$ cat src/rtl/timebase_pkg.sv
// Shared types and constants for the ultrasonic-path timebase counter bank.
// Channel roles: echo width, trigger pulse length, measurement cycle period.
package timebase_pkg;

  typedef enum logic {
    TB_FREE     = 1'b0,
    TB_PERIODIC = 1'b1
  } tb_mode_e;

  localparam int TB_DEFAULT_WIDTH  = 24;
  localparam int TB_DEFAULT_NUM_CH = 3;

  localparam int TB_CH_ECHO  = 0;
  localparam int TB_CH_TRIG  = 1;
  localparam int TB_CH_CYCLE = 2;

  // Low bit index of channel ch inside a flattened NUM_CH*WIDTH bus.
  function automatic int tb_slice_lo(input int ch, input int width);
    return ch * width;
  endfunction

endpackage

$ cat src/rtl/timebase_channel.sv
// One timebase channel: up-counter, terminal compare, registered tc pulse and
// a capture register loaded on the enable falling edge. Build option: TIMEBASE_SATURATE_EN.
module timebase_channel
  import timebase_pkg::*;
#(
  parameter int WIDTH = TB_DEFAULT_WIDTH
) (
  input  logic             clk,
  input  logic             reset_n,
  input  logic             clear,
  input  logic             en,
  input  logic             mode,
  input  logic [WIDTH-1:0] limit,
  output logic [WIDTH-1:0] count,
  output logic             tc_pulse,
  output logic [WIDTH-1:0] capture,
  output logic             capture_valid
);

  localparam logic [WIDTH-1:0] CNT_MAX = '1;
  localparam logic [WIDTH-1:0] CNT_ONE = {{(WIDTH-1){1'b0}}, 1'b1};

  logic [WIDTH-1:0] r_count;
  logic             r_tc_pulse;
  logic [WIDTH-1:0] r_capture;
  logic             r_capture_valid;
  logic             r_en_q;

  logic             w_periodic;
  logic             w_hit;
  logic             w_en_fall;
  logic [WIDTH-1:0] w_count_nxt;
  logic             w_tc_nxt;

  assign w_periodic = (tb_mode_e'(mode) == TB_PERIODIC);
  assign w_hit      = en && (r_count == limit);
  assign w_en_fall  = r_en_q && !en;

  // clear wins over counting and also suppresses the terminal pulse.
  assign w_tc_nxt   = w_hit && !clear;

  always_comb begin
    w_count_nxt = r_count;
    if (clear) begin
      w_count_nxt = '0;
    end else if (en) begin
      if (w_hit && w_periodic) begin
        w_count_nxt = '0;
      end else if (r_count == CNT_MAX) begin
`ifdef TIMEBASE_SATURATE_EN
        w_count_nxt = CNT_MAX;
`else
        w_count_nxt = '0;
`endif
      end else begin
        w_count_nxt = r_count + CNT_ONE;
      end
    end
  end

  always_ff @(posedge clk) begin
    if (!reset_n) begin
      r_count    <= '0;
      r_tc_pulse <= 1'b0;
      r_en_q     <= 1'b0;
    end else begin
      r_count    <= w_count_nxt;
      r_tc_pulse <= w_tc_nxt;
      r_en_q     <= en;
    end
  end

  // Capture samples the pre-clear count; clear never touches this path.
  always_ff @(posedge clk) begin
    if (!reset_n) begin
      r_capture       <= '0;
      r_capture_valid <= 1'b0;
    end else begin
      r_capture_valid <= w_en_fall;
      if (w_en_fall) begin
        r_capture <= r_count;
      end
    end
  end

  assign count         = r_count;
  assign tc_pulse      = r_tc_pulse;
  assign capture       = r_capture;
  assign capture_valid = r_capture_valid;

endmodule

$ cat src/rtl/timebase_bank.sv
// Bank of NUM_CH independent timebase channels; this level only slices the
// flattened buses. Build option: TIMEBASE_SATURATE_EN (see timebase_channel).
module timebase_bank
  import timebase_pkg::*;
#(
  parameter int NUM_CH = TB_DEFAULT_NUM_CH,
  parameter int WIDTH  = TB_DEFAULT_WIDTH
) (
  input  logic                    clk,
  input  logic                    reset_n,
  input  logic [NUM_CH-1:0]       clear,
  input  logic [NUM_CH-1:0]       en,
  input  logic [NUM_CH-1:0]       mode,
  input  logic [NUM_CH*WIDTH-1:0] limit,
  output logic [NUM_CH*WIDTH-1:0] count,
  output logic [NUM_CH-1:0]       tc_pulse,
  output logic [NUM_CH*WIDTH-1:0] capture,
  output logic [NUM_CH-1:0]       capture_valid
);

  for (genvar g = 0; g < NUM_CH; g++) begin : g_ch
    localparam int LO = tb_slice_lo(g, WIDTH);

    timebase_channel #(
      .WIDTH(WIDTH)
    ) u_ch (
      .clk          (clk),
      .reset_n      (reset_n),
      .clear        (clear[g]),
      .en           (en[g]),
      .mode         (mode[g]),
      .limit        (limit[LO +: WIDTH]),
      .count        (count[LO +: WIDTH]),
      .tc_pulse     (tc_pulse[g]),
      .capture      (capture[LO +: WIDTH]),
      .capture_valid(capture_valid[g])
    );
  end

endmodule

$ cat config.mk
export PLATFORM = sky130hd
export DESIGN_NAME = timebase_bank
export DESIGN_NICKNAME = d
export VERILOG_FILES = /design/src/rtl/timebase_pkg.sv /design/src/rtl/timebase_channel.sv /design/src/rtl/timebase_bank.sv
export SDC_FILE = /design/constraint.sdc
export NUM_CORES = 1
export LEC_CHECK = 0
export ABC_AREA = 1
export BUFFER_PORTS_ARGS = -buffer_cell sky130_fd_sc_hd__buf_2
export CELL_PAD_IN_SITES_DETAIL_PLACEMENT = 0
export CELL_PAD_IN_SITES_GLOBAL_PLACEMENT = 1
export CORE_MARGIN = 4
export CORE_UTILIZATION = 25
export DETAILED_ROUTE_END_ITERATION = 6
export GPL_TIMING_DRIVEN = 1
export PLACE_DENSITY_LB_ADDON = 0.1
export SKIP_CTS_REPAIR_TIMING = 1
export SLEW_MARGIN = 20
export SYNTH_ARGS = -nofsm -noshare
export SYNTH_HDL_FRONTEND = slang
export SYNTH_SLANG_ARGS = --single-unit
export TNS_END_PERCENT = 100
$ cat constraint.sdc
create_clock -name clk -period 1.7 [get_ports clk]
set_clock_uncertainty 0.2 [all_clocks]
set_input_delay 0.17 -clock clk [delete_from_list [all_inputs] [get_ports clk]]
set_output_delay 0.17 -clock clk [all_outputs]
set_load 0.01 [all_outputs]
# Word level (Yosys, flattened, before mapping)
# Index checks and enable logic that the tools add are counted.
# totals
latch_bits	0
memories	0
out_inout_bits	150
mem_bits_ro	0
in_bits	83
regBits	153
wordCells	52
mem_bits_rw	0
# op_classes
n_reduce_logical	21
n_shift	0
n_div	0
addsub	3
bitwise	1
n_eq_ne	6
n_mul	0
magnitude_cmp	0
mux	6
# op_table
operator	n
24-bit two-way mux	6
24-bit by 1-bit adder with 24-bit output (second input constant)	3
24-bit equality test	3
24-bit equality test (second input constant)	3
1-bit logical AND	12
1-bit logical NOT	6
2-bit OR reduction	3
1-bit NOT	1

# Longest topological paths before layout
# Gate-level depths: netlist of the first run.
# logic_depth
word_depth	4
depth_mapped	13
mapped_depth_nobuf	11

# Hierarchy
# Synthesis of the first run repeated with hierarchy kept, for this count alone.
# hier_totals
hier_cells	1330
hier_area_um2	9173.8
# by_module_without_submodules
mod	area_each_um2	instances	seq_area_each_um2	cells_per_inst
timebase_channel (g_ch[1].u_ch ...)	3183.1	2	1021.0	454
timebase_channel (g_ch[0].u_ch)	2807.7	1	1021.0	422

# Worst setup path before layout of the first run
# No wires, ideal clock.
# synth_path
path_type	reg2reg
startpoint	reg g_ch[2].u_ch.r_count[0]
endpoint	reg g_ch[2].u_ch.r_count[4]
arrival_time_ns	1.565
setup_ns	0.132
path_stages_with_launch	12
period_less_slack_ns	1.897
setup_slack_ns	-0.197
required_time_ns	1.368
cell_sequence	dfxtp_1 ha_1 nand2_2 nor2_2 nand4_2 nor2_2 nand3_1 nand2_1 inv_2 buf_6 nand3_1 a21oi_1
# synth_between
elab_chain_cells	4
# synth_lines
element	line_no	text
from (decl)	timebase_channel.sv:23	logic [WIDTH-1:0] r_count;
from (signal assigned)	timebase_channel.sv:67	r_count <= w_count_nxt;
branches (longest 3 deep; another with 24-bit by 1-bit adder with 24-bit output)	--	
24-bit two-way mux *	timebase_channel.sv:47	if (w_hit && w_periodic) begin
# Every way passes the cells marked *.
# A chain may end at the register's enable or synchronous reset.

# Worst setup path after layout of the first run
# layout_path
startpoint	reg g_ch[0].u_ch.r_count[8]
endpoint	reg g_ch[0].u_ch.r_count[19]
# layout_between
elab_chain_cells	4
# layout_lines
element	line_no
from (decl)	timebase_channel.sv:23
from (signal assigned)	timebase_channel.sv:67
branches (longest 3 deep; another with 24-bit by 1-bit adder with 24-bit output)	--
24-bit two-way mux *	timebase_channel.sv:47
# Marked as above.

==> flow_metrics.tcl, run 1 <==
set metrics [dict create \
    status "finished, violations left" \
    whs_ps -37.0 \
    yosys.cell_types.count 33 \
    core_area_mm2 0.0337 \
    slowest_delay_ps 330 \
    postRouteAntennaNets 0 \
    antenna_found_initial 0 \
    syn_area_per_cell_um2 6.54 \
    synth_common_cells "nand2_1 (357), nand3_1 (163), inv_1 (161)" \
    ys_seq_area_frac 0.357 \
    area_delta_synth_final_pct 70.4 \
    p_leak_nw 6.57 \
    hold_path.class "input port to flip-flop" \
    cpMostUsedCell "a21oi_1" \
    dieArea_mm2 0.0373 \
    clkPwrFrac 0.489 \
    clk_pin_slew_ps 70 \
    die_x_um 193 \
    final_nets 1908 \
    n_fill_cell 3635 \
    synth_edf_count 0 \
    synth_flop_cell "dfxtp_1" \
    n_antenna_cell 0 \
    fin_ws_ps -158 \
    syn_inst 1311 \
    slew_viol_final 0 \
    synthesis.nets 1397 \
    p_per_area_mw_per_mm2 581 \
    placed_area_mm2 0.0123 \
    grt_pass1_wl_mm 56.1 \
    fmax_mhz 538 \
    crit_required_ps 1800 \
    num_rows 67 \
    cp.buffers_inverters 1 \
    gp_congestion 0.870 \
    cpLargestDelayFamily "simple AND/OR/NAND/NOR gates" \
    pwr-share-seq 0.419 \
    max-cap-violations 0 \
    slew_headroom 0.480 \
    viasPerCell 4.50 \
    synth.area.top_cells "dfxtp_1 (36%), nand2_1 (16%), nand3_1 (9.5%), inv_1 (7.0%), xor2_1 (5.3%)" \
    cts_tree "done" \
    cts.sinks 153 \
    path_cells "a21oi_1 -> nand2_2 -> nor2_1 -> nand2_1 -> nor2_4 -> nand3_4 -> clkbuf_16 -> nand3_1 -> a21oi_1" \
    p_comb_frac 0.092 \
    syn_area_mm2 0.00857 \
    totalPowerFinal_mw 8.49 \
    wl_mm 39.1 \
    grt_pass1_vias 9616 \
    numPortBuffers 232 \
    p_switching_mw 2.32 \
    cts_inserted_buffers 17 \
    final-hold-violation-count 3 \
    post-route-min-period_ps 1860 \
    rsz0062_at_grt "yes" \
    switching_share 0.273 \
    critical_path_class "flip-flop to flip-flop" \
    cp_max_fo 6 \
    die_height_um 193 \
    drcViolationCount 2 \
    vdd_ir_drop_max_mv 0.639 \
    drive_gt1_frac 0.492 \
    synth.most_common_cell "nand2_1" \
    yosys_warnings 0 \
    clk_latency_ps 430 \
    io_pins 233 \
    finish.instance_area_mm2 0.0146 \
    synth_top_area_frac 0.357 \
    wire_per_inst_um 17.1 \
    dp_hpwl_mm 28.9 \
    clock_path_buffers 2 \
    worstPathArrival_ps 1950 \
    fin_crit_sh 1.09 \
    setup_violations 72 \
    end_kind "flip-flop" \
    route.vias.total 10300 \
    root_buffer "clkbuf_16" \
    htreeDepth 4 \
    yosys.area.top_type "dfxtp_1" \
    p_int_mw 6.17 \
    grt-ovfl-total 0 \
    async_flop_share 0 \
    grt_usage 0.196 \
    violations "DRC, hold timing, setup timing" \
    grt_start_max_net_pins 74 \
    tightest_slew_ps 779 \
    drt_iter0_markers 516 \
    start_util 0.254 \
    dr.pass1.iters 7 \
    cp-start-kind "flip-flop" \
    ys_ff_latch 153 \
    crit_slowest_cell "dfxtp_2" \
]
## cell families after synthesis
kind of cell	share of synthesized area
simple gates	0.356
buf+inv	0.115
compound gates	0.100
flops	0.357
xor+xnor	0.0674
fa+ha+maj	0.00438
## cell type report
class	count	area, µm²	share of cell area
tap	448	561	0.0384
timing repair buffer	552	3880	0.265
multi-input combinational	926	5670	0.389
sequential	153	3210	0.219
inverter	172	668	0.0457
clock buffer	18	450	0.0308
clock inverter	14	169	0.0116
## flip-flops by register name, summed over array words and instances, names as in the netlist
signal                   count
g_ch.u_ch.count             72
g_ch.u_ch.r_en_q             3
g_ch.u_ch.capture           72
g_ch.u_ch.tc_pulse           3
g_ch.u_ch.capture_valid      3
## per-layer routing
| metal | track usage | share of wire | vias to the layer above |
|---|---|---|---|
| met2 | 0.322 | 0.48 | 207 |
| met5 | 0 | 0 | - |
| met4 | 0.0452 | 0.013 | 0 |
| met1 | 0.272 | 0.47 | 4817 |
| met3 | 0.0290 | 0.036 | 22 |
| li1 | - | - | 5219 |
## worst reg2reg max path: stages (launching register included)
cell and delay [ps]:
dfxtp_2 330, a21oi_1 240, nand2_2 100, nor2_1 110, nand2_1 100, nor2_4 150
nand3_4 150, clkbuf_16 210, nand3_1 70, a21oi_1 60
## per-stage QoR
stage	std cells	hold slack [ps]	worst slack [ps]	TNS, ps	util
after floorplan	1311	63.5	-40.5	-1400	-
after global placement	2204	236	-212	-14080	0.365
after detailed placement	2204	231	-241	-14750	0.365
after CTS	2236	-224	-269	-14570	0.383
after global routing	2283	9.41	-249	-14610	0.433
final	2283	-37.0	-158	-8030	0.433
## power by group through the flow
stage	clock, mW	sequential [mW]	combinational (mW)
floorplan	0	3.68	0.302
global placement	0	3.68	0.669
detailed placement	0	3.68	0.665
CTS	4.26	3.59	0.668
global route	4.40	3.56	0.848
finish	4.15	3.56	0.778
## final timing paths
| kind | startpoint | endpoint | slack, ps | depth (start not counted) |
|---|---|---|---|---|
| hold / removal | reset_n | g_ch[0].u_ch.capture[0] | -40 | 3 |
| setup / recovery | g_ch[0].u_ch.count[8] | g_ch[0].u_ch.count[19] | -160 | 9 |
| setup reg to reg | g_ch[0].u_ch.count[8] | g_ch[0].u_ch.count[19] | -160 | 9 |
| hold reg to reg | g_ch[0].u_ch.capture[0] | g_ch[0].u_ch.capture[0] | 270 | 2 |
## placed cells by master, fill, tap and decap left out, types with 6 or more instances in the layout
| cell | instances |
|---|---|
| a21oi_1 | 42 |
| a21oi_2 | 38 |
| buf_12 | 7 |
| buf_2 | 232 |
| buf_4 | 281 |
| buf_6 | 17 |
| clkbuf_16 | 26 |
| dfxtp_1 | 97 |
| dfxtp_2 | 27 |
| dfxtp_4 | 29 |
| dlygate4sd3_1 | 6 |
| inv_1 | 141 |
| inv_2 | 25 |
| inv_6 | 9 |
| nand2_1 | 297 |
| nand2_2 | 51 |
| nand2_4 | 14 |
| nand3_1 | 114 |
| nand3_2 | 38 |
| nand3_4 | 23 |
| nand4_1 | 17 |
| nor2_1 | 63 |
| nor2_2 | 26 |
| nor2_4 | 24 |
| nor3_1 | 10 |
| o21ai_0 | 79 |
| xnor2_1 | 10 |
| xor2_1 | 47 |
No activity file was read; power rests on OpenSTA's default activity.
==> run 2: changes to the inputs <==
--- a/config.mk
+++ b/config.mk
@@ -14,8 +14,7 @@
 export DETAILED_ROUTE_END_ITERATION = 6
 export GPL_TIMING_DRIVEN = 1
 export PLACE_DENSITY_LB_ADDON = 0.1
-export SKIP_CTS_REPAIR_TIMING = 1
-export SLEW_MARGIN = 20
+export SLEW_MARGIN = 10
 export SYNTH_ARGS = -nofsm -noshare
 export SYNTH_HDL_FRONTEND = slang
 export SYNTH_SLANG_ARGS = --single-unit
==> run 2 against run 1 <==
  * Critical endpoint unchanged
  * Wire length up 1.7%
  * Flip-flop and latch count unchanged
  * Maximum frequency down 0.26%
  * Highest routed layer unchanged
  * Total power up 0.45%
  * Clock power about the same
  * The run ends with setup timing left
==> flow_metrics.tcl, run 2 (synthesis gave the netlist of run 1 again) <==
set metrics [dict create \
    core_area_mm2 0.0337 \
    fin_ws_ps -162 \
    die_height_um 193 \
    final-hold-violation-count 0 \
    clk_latency_ps 430 \
    end_kind "flip-flop" \
    vdd_ir_drop_max_mv 0.645 \
    numPortBuffers 232 \
    max-cap-violations 0 \
    wire_per_inst_um 17.3 \
    htreeDepth 4 \
    dp_hpwl_mm 28.9 \
    totalPowerFinal_mw 8.53 \
    final_nets 1919 \
    gp_congestion 0.870 \
    grt_usage 0.200 \
    grt-ovfl-total 0 \
    post-route-min-period_ps 1860 \
    critical_path_class "flip-flop to flip-flop" \
    p_per_area_mw_per_mm2 577 \
    placedCellCount 2204 \
    p_leak_nw 6.62 \
    grt_start_max_net_pins 74 \
    drcViolationCount 0 \
    area_delta_synth_final_pct 72.4 \
    num_rows 67 \
    route.vias.total 10400 \
    slew_headroom 0.479 \
    worstPathArrival_ps 1960 \
    start_util 0.254 \
    drt_iter0_markers 573 \
    tns_ps -7940 \
    n_antenna_cell 0 \
    placed_area_mm2 0.0123 \
    finish.instance_area_mm2 0.0148 \
    fin_crit_sh 1.10 \
    viasPerCell 4.51 \
    die_x_um 193 \
    violations "setup timing" \
    status "finished, violations left" \
    hold_depth 4 \
    io_pins 233 \
    grt_pass1_wl_mm 57.2 \
    final_cells 2294 \
    dieArea_mm2 0.0373 \
    slew_viol_final 0 \
    root_buffer "clkbuf_16" \
    tightest_slew_ps 780 \
    cp-start-kind "flip-flop" \
    hold_path.class "input port to flip-flop" \
    rr_worst_depth 13 \
    fmax_mhz 537 \
    crit_required_ps 1790 \
    wl_mm 39.7 \
    n_fill_cell 3639 \
    utilization 0.439 \
    dr.pass1.iters 6 \
    final_common_cell "nand2_1" \
    antenna_found_initial 0 \
    layout_common_cells "nand2_1 (302), buf_4 (280), buf_2 (232), inv_1 (144), nand3_1 (99)" \
    clk_pin_slew_ps 80 \
    reg2reg_slack_ps -160 \
    cts_inserted_buffers 17 \
    setup_violations 72 \
    clock_path_buffers 2 \
    postRouteAntennaNets 0 \
    cp_max_fo 6 \
    cts_tree "done" \
    cts.sinks 153 \
    drive_gt1_frac 0.490 \
    rsz0062_at_grt "yes" \
    grt_pass1_vias 9831 \
]
==> run 2: cell count changes in the layout (fill, tap and decap cells not counted), moves of 6 or more <==
| cell | previous run | this run |
|---|---|---|
| dlygate4sd3_1 | 6 | 15 |
| inv_2 | 25 | 19 |
| nand3_1 | 114 | 99 |
| nand3_2 | 38 | 48 |
| nor2_1 | 63 | 70 |
| nor2_2 | 26 | 17 |
==> run 2: cell type report <==
| cell class | count | area, µm² | share of cell area |
|---|---|---|---|
| clock buffers | 18 | 450 | 0.0305 |
| clock inverters | 14 | 169 | 0.0114 |
| inverters | 172 | 674 | 0.0456 |
| multi-input cells | 926 | 5740 | 0.388 |
| flip-flops and latches | 153 | 3200 | 0.216 |
| well taps | 448 | 561 | 0.0379 |
| repair buffers | 559 | 3950 | 0.267 |
| repair inverters | 4 | 46.3 | 0.00313 |
==> run 2: worst max-delay path: stages (launching register included) <==
cell	delay (ps)
dfxtp_4	380
buf_6	110
inv_4	30
nand2_1	40
nand2_1	50
inv_1	50
nand2_1	40
nor2_1	70
nand2_1	90
nor2_4	160
nand3_4	150
clkbuf_16	210
nand3_2	70
a21oi_1	70
==> run 2: per-stage QoR <==
stage / worst slack [ps] / hold WS, ps
finish: -162 / 22.6
global route: -261 / 30.9
CTS: -152 / 9.11
detailed placement: -241 / 231
global placement: -212 / 236
floorplan: -40.5 / 63.5
==> run 2: path summary, 6_finish.rpt <==
check / start / end
setup / recovery: g_ch[0].u_ch.count[1] / g_ch[0].u_ch.count[19]
hold / removal: clear[1] / g_ch[1].u_ch.tc_pulse
setup reg to reg: g_ch[0].u_ch.count[1] / g_ch[0].u_ch.count[19]
hold reg to reg: g_ch[0].u_ch.capture[0] / g_ch[0].u_ch.capture[0]
==> run 2: power breakdown <==
part	switching (mW)	leakage (nW)	internal, mW
Clock	1.84	0.303	2.32
Sequential	0.0100	1.27	3.55
Combinational	0.489	5.05	0.320
Total	2.34	6.62	6.19
==> run 2: per-layer routing <==
layer  part of all wire  track usage  wire length, µm
met5                  0            0                0
met4              0.017       0.0460              679
met3              0.049       0.0317             1930
met2               0.48        0.332            18900
met1               0.46        0.274            18300
==> run 2: what timing repair did <==
item	CTS	global route
pin swaps	14	71
cloned	3	12
gates resized for setup	94	244
setup endpoints to repair	72	98
endpoints found under the hold margin	9	0
setup buffers	4	24
hold buffers	15	0
